[src/rtl/conv_unit_scheduler.sv]
// conv_unit_scheduler
//   Launches the enabled convolution units one at a time in ascending index
//   order. For each unit it pulses that unit's start, points the finish mux
//   select at it, and waits for a fresh rising edge on its finish line. After
//   the last enabled unit completes it raises a one-cycle done.
//
//   Optional feature macro: CONV_SCHED_TIMEOUT_EN (per-unit watchdog; a unit
//   that stays silent for too long is skipped and a sticky timeout is raised).
//
// Ports
//   clk, rst_n  : rising-edge clock, asynchronous active-low reset
//   start       : run request, only looked at while idle
//   unit_mask   : units taking part in the run, captured with start
//   finish_vec  : per-unit finish levels
//   start_vec   : one-hot single-cycle start pulse to the selected unit
//   sel         : index of the active unit (finish mux select)
//   busy        : high from accepted start through the done cycle
//   done        : one-cycle run-complete pulse
//   units_done  : units that completed in the current/last run
//   timeout     : sticky watchdog flag (constant 0 without the macro)
module conv_unit_scheduler #(
  parameter int unsigned N_UNITS   = 8,
  parameter int unsigned SEL_W     = 3,
  parameter int unsigned TIMEOUT_W = 16
) (
  input  logic               clk,
  input  logic               rst_n,
  input  logic               start,
  input  logic [N_UNITS-1:0] unit_mask,
  input  logic [N_UNITS-1:0] finish_vec,
  output logic [N_UNITS-1:0] start_vec,
  output logic [SEL_W-1:0]   sel,
  output logic               busy,
  output logic               done,
  output logic [SEL_W:0]     units_done,
  output logic               timeout
);

  typedef enum logic [1:0] {
    S_IDLE   = 2'd0,
    S_LAUNCH = 2'd1,
    S_WAIT   = 2'd2,
    S_DONE   = 2'd3
  } state_e;

  // Elaboration-time guard against an unusable configuration.
  if (N_UNITS < 1 || N_UNITS > (1 << SEL_W) || TIMEOUT_W < 2) begin : g_bad_cfg
    $error("conv_unit_scheduler: illegal parameter combination");
  end

  state_e               state_q, state_d;
  logic [N_UNITS-1:0]   mask_q, mask_d;
  logic [N_UNITS-1:0]   fin_q;
  logic [N_UNITS-1:0]   start_vec_q, start_vec_d;
  logic [SEL_W-1:0]     sel_q, sel_d;
  logic                 busy_q, busy_d;
  logic                 done_q, done_d;
  logic [SEL_W:0]       units_done_q, units_done_d;

  logic                 first_found_c, next_found_c;
  logic [SEL_W-1:0]     first_idx_c, next_idx_c;
  logic                 fin_edge_c;
  logic                 expire_c;

  // Lowest set bit of the incoming mask, and lowest latched bit above sel.
  always_comb begin
    first_found_c = 1'b0;
    first_idx_c   = '0;
    next_found_c  = 1'b0;
    next_idx_c    = '0;
    for (int i = int'(N_UNITS) - 1; i >= 0; i--) begin
      if (unit_mask[i]) begin
        first_found_c = 1'b1;
        first_idx_c   = SEL_W'(i);
      end
      if (mask_q[i] && (i > int'(sel_q))) begin
        next_found_c = 1'b1;
        next_idx_c   = SEL_W'(i);
      end
    end
  end

  // Only a 0->1 transition seen while waiting counts as completion.
  assign fin_edge_c = ~fin_q[sel_q] & finish_vec[sel_q];

`ifdef CONV_SCHED_TIMEOUT_EN
  localparam logic [TIMEOUT_W-1:0] WD_LAST = {{(TIMEOUT_W-1){1'b1}}, 1'b0};

  logic [TIMEOUT_W-1:0] wd_q, wd_d;
  logic                 timeout_q, timeout_d;

  // Expire on the WAIT cycle in which the count would reach all-ones.
  assign expire_c = (state_q == S_WAIT) && !fin_edge_c && (wd_q == WD_LAST);

  // Watchdog counter and sticky flag.
  always_comb begin
    wd_d      = wd_q;
    timeout_d = timeout_q;
    if (state_q == S_IDLE && start) timeout_d = 1'b0;
    if (state_q == S_LAUNCH)        wd_d = '0;
    else if (state_q == S_WAIT)     wd_d = wd_q + TIMEOUT_W'(1);
    if (expire_c)                   timeout_d = 1'b1;
  end

  always_ff @(posedge clk or negedge rst_n) begin
    if (!rst_n) begin
      wd_q      <= '0;
      timeout_q <= 1'b0;
    end else begin
      wd_q      <= wd_d;
      timeout_q <= timeout_d;
    end
  end

  assign timeout = timeout_q;
`else
  assign expire_c = 1'b0;
  assign timeout  = 1'b0;
`endif

  // Next-state and registered-output logic.
  always_comb begin
    state_d      = state_q;
    mask_d       = mask_q;
    start_vec_d  = '0;
    sel_d        = sel_q;
    busy_d       = busy_q;
    done_d       = 1'b0;
    units_done_d = units_done_q;
    unique case (state_q)
      S_IDLE: begin
        if (start) begin
          mask_d       = unit_mask;
          units_done_d = '0;
          busy_d       = 1'b1;
          if (first_found_c) begin
            sel_d       = first_idx_c;
            start_vec_d = N_UNITS'(1) << first_idx_c;
            state_d     = S_LAUNCH;
          end else begin
            done_d  = 1'b1;
            state_d = S_DONE;
          end
        end
      end
      S_LAUNCH: state_d = S_WAIT;
      S_WAIT: begin
        if (fin_edge_c || expire_c) begin
          if (fin_edge_c) units_done_d = units_done_q + (SEL_W+1)'(1);
          if (next_found_c) begin
            sel_d       = next_idx_c;
            start_vec_d = N_UNITS'(1) << next_idx_c;
            state_d     = S_LAUNCH;
          end else begin
            done_d  = 1'b1;
            state_d = S_DONE;
          end
        end
      end
      S_DONE: begin
        busy_d  = 1'b0;
        state_d = S_IDLE;
      end
    endcase
  end

  always_ff @(posedge clk or negedge rst_n) begin
    if (!rst_n) begin
      state_q      <= S_IDLE;
      mask_q       <= '0;
      fin_q        <= '0;
      start_vec_q  <= '0;
      sel_q        <= '0;
      busy_q       <= 1'b0;
      done_q       <= 1'b0;
      units_done_q <= '0;
    end else begin
      state_q      <= state_d;
      mask_q       <= mask_d;
      fin_q        <= finish_vec;
      start_vec_q  <= start_vec_d;
      sel_q        <= sel_d;
      busy_q       <= busy_d;
      done_q       <= done_d;
      units_done_q <= units_done_d;
    end
  end

  assign start_vec  = start_vec_q;
  assign sel        = sel_q;
  assign busy       = busy_q;
  assign done       = done_q;
  assign units_done = units_done_q;

endmodule

[config.mk]
export PLATFORM = sky130hd
export DESIGN_NAME = conv_unit_scheduler
export DESIGN_NICKNAME = d
export VERILOG_FILES = /design/src/rtl/conv_unit_scheduler.sv
export SDC_FILE = /design/constraint.sdc
export NUM_CORES = 1
export LEC_CHECK = 0
export BUFFER_PORTS_ARGS = -buffer_cell sky130_fd_sc_hd__clkbuf_2
export CAP_MARGIN = 20
export CORE_UTILIZATION = 54
export DETAILED_ROUTE_END_ITERATION = 10
export PLACE_DENSITY = 0.78
export RECOVER_POWER = 25
export SLEW_MARGIN = 20
export SYNTH_ARGS = -nofsm -noshare
export SYNTH_HDL_FRONTEND = slang
export SYNTH_SLANG_ARGS = --single-unit
export TNS_END_PERCENT = 1
[constraint.sdc]
create_clock -name clk -period 2 [get_ports clk]
set_input_delay 0.4 -clock clk [delete_from_list [all_inputs] [get_ports clk]]
set_output_delay 0.4 -clock clk [all_outputs]
set_load 0.03 [all_outputs]
==> impl_results.md <==
* Status: finished, violations left
* Failing checks: setup timing
* IO Count at 37
* Adder-cell share of the synthesized area at 0.670%
* Mux cell area share after synthesis at 11.0%
* Post-Synth XOR/XNOR Area at 0%
* Data arrival, critical path at 2.28 ns
* Vias per cell at 5.91
* DRC Markers at 0
* Die Width at 60.8 microns
* Hold Path Cell Cnt at 1
* Share of cells above drive strength 1 at 39.7%
* Core Util, Final at 75.8%
* Initial antenna violation count at 0
* Post-DP HPWL at 3270 microns
* Routed len/inst at 16.2 microns
* Clk buf depth at 2
* Worst Hold Launch: finish_vec[7]
* CP Launch Type: register
* Hold/Removal Path Class: in2reg
* Total GRT Usage at 26.9%
* Layout area overhead at 28.9%
* CP endpoint kind: register
* CTS tree: built
* Setup Skew at 0.0116 ns
* DR vias at 1642
* R2R depth at 5
* H-tree levels at 2
* Hold violation count in the final report at 0
* Post-synth EDFFs at 0
* Final Max Tran Viols at 0
* Fin area at 2410 sq um
* Largest net degree at the start of global routing at 17
* TritonCTS Sinks at 34
* Yosys top cell by area: dfrtp_1
* Routed wire length at 4500 microns
* Setup TNS at -0.0399 ns
* Worst skew pair latency at 0.34 ns
* Drt pass-1 iters at 4
* Sequential share of power at 29.2%
* Synthesis Warnings at 0
* Flop2flop setup slack at -0.04 ns
* Synth Area in Simple Gates at 19.6%
* Maximum vdd drop at 1.01 mV
* Starting Density at 58.8%
* Root buf cell: clkbuf_4
* FP Rows at 20
* Hold Crit Endpoint: fin_q[7]
* Final Critical Period at 2.04 ns
* GRT Residual Overflow at 0
* Commonest non-fill, non-tap cell in the layout: dfrtp_1
* Initial DRC count at 103
* Leak Pwr at 1.09 nW
* Synth Instances at 173
* Final antenna-violating net count at 0
* CTS buffer count at 5
* RSZ-0062 raised after global routing: true
* Required @ worst endpoint at 2.25 ns
* NetSw at 0.00144 W
* Rel. slew slack at 48.6%
* Final nets at 253
* Clock transition at path regs at 0.11 ns
* Setup WS post-layout at -0.0376 ns
* Placed Area at 2210 sq um
* Synth async-reset ratio at 100%
* Top_reg_cell synth: dfrtp_1
* Reg-to-reg endpoint: start_vec[6]
* First-pass GRT wire length at 7070 microns
* Combinational power share at 52.4%
* Internal power at 0.00217 W
* Area share of the largest cell type after synthesis at 45.5%
* Sw Share at 39.8%
* Diode count at 0
* RePlAce Congestion at 0.911
* Die Y at 60.8 microns
* Clock power frac at 18.4%
* Core box area at 3180 sq um
* Die area at 3700 sq um
* Max_cap viols at 0
* Crit path max fanout at 3
* Synth Register Bits at 34
* Synth top area cells: dfrtp_1, nand2b_1, mux2_2
* Critical R2R Launch: fin_q[3]
* Combinational family with the most area after synthesis: simple AND/OR/NAND/NOR gates
* Yosys cell types at 57
* Compound-Gate Fraction of Synth Area at 18.9%
* Port bufs at 35
* Vias in the first global route at 1494
* Commonest cells after routing, fill and taps aside: dfrtp_1, clkbuf_2, buf_4
* Sequential share of the synthesized area at 45.5%
* Cell Pwr Density at 1500 nW/um^2
* Synthesized area at 1870 sq um
* Crit path kind: reg2reg
* Fmax at 491 MHz
* Setup Viol. Count Final at 2
* Worst slew pin tran at 0.771 ns
* Syn avg cell area at 10.8 sq um
* Syn Nets at 193
* Period Utilization, post-route at 102%
-- layer usage --
| layer | part of all wire [%] | routed length (microns) | GRT usage [%] |
|---|---|---|---|
| met5 | 0 | 0 | 0 |
| met4 | 1.6 | 72 | 9.42 |
| met3 | 8.9 | 398 | 7.89 |
| met2 | 48 | 2170 | 42.2 |
| met1 | 41 | 1850 | 35.9 |
-- final cells by class --
class / instances / area (sq um)
multi-input combinational: 123 / 992
tap: 44 / 55.1
timing repair buffer: 60 / 363
clock inverter: 2 / 60.1
inverter: 9 / 33.8
clock buffer: 6 / 51.3
sequential: 34 / 853
fill: 221 / 769
-- how the worst max path moves through the flow --
stage                             start             to  slack [ns]
after detailed placement  finish_vec[5]         sel[2]       -0.06
after global routing             sel[0]   start_vec[6]       -0.07
final                          fin_q[3]   start_vec[6]       -0.04
after global placement    finish_vec[5]         sel[1]       0.003
after CTS                        sel[0]  units_done[3]        0.02
after floorplan                  sel[0]         sel[1]        0.07
-- per-stage QoR --
step | instances | total power (W) | setup slack, ns | hold WS, ns
2_1_floorplan | 173 | 0.00216 | 0.0705 | 0.104
3_3_place_gp | 265 | 0.00270 | 0.00296 | 0.318
3_5_place_dp | 265 | 0.00277 | -0.0608 | 0.329
4_1_cts | 274 | 0.00346 | 0.0154 | 0.164
5_1_grt | 278 | 0.00382 | -0.0717 | 0.141
6_report | 278 | 0.00361 | -0.0376 | 0.172
-- power by group through the flow --
stage / sequential, W / combinational [W] / clock (W)
finish: 0.00105 / 0.00189 / 0.000664
global route: 0.00108 / 0.00203 / 0.000709
CTS: 0.00106 / 0.00173 / 0.000669
detailed placement: 0.00107 / 0.00170 / 0
global placement: 0.00106 / 0.00164 / 0
floorplan: 0.00114 / 0.00102 / 0
-- flip-flops by register name, summed over array words and instances, names as in the netlist --
name	flops
busy	1
units_done	4
mask_q	7
fin_q	8
start_vec	8
sel	3
done	1
state_q	2
-- worst max-delay path, cell delays in order, from the launching register on --
cell and delay, ns:
dfrtp_1 0.39, nand2b_4 0.14, mux4_2 0.50, o22a_1 0.27, or3_4 0.42, o32ai_2 0.22
-- kinds of logic after synthesis --
| group | count (synthesis) |
|---|---|
| and+or+nand+nor | 59 |
| AOI/OAI and AO/OA | 49 |
| DFF | 34 |
| buffers and inverters | 16 |
| muxes | 13 |
| adders and majority gates | 1 |
| other | 1 |
-- Yosys cell counts (all sizes together) (4+ instances only) --
cell	n
nand2	9
dfrtp	34
inv	9
nor2b	4
buf	5
nor2	11
a21oi	6
mux2	8
nand2b	13
o21ai	14
mux4	4
nand3	7
-- what timing repair did --
item | in CTS | in global routing
pin swaps | 0 | 7
setup buffers | 0 | 4
endpoints found under the setup margin | 4 | 8
hold buffers | 1 | 0
endpoints found under the hold margin | 12 | 0
resized for setup | 3 | 10
Note: power is estimated with default switching activity, not from simulation.
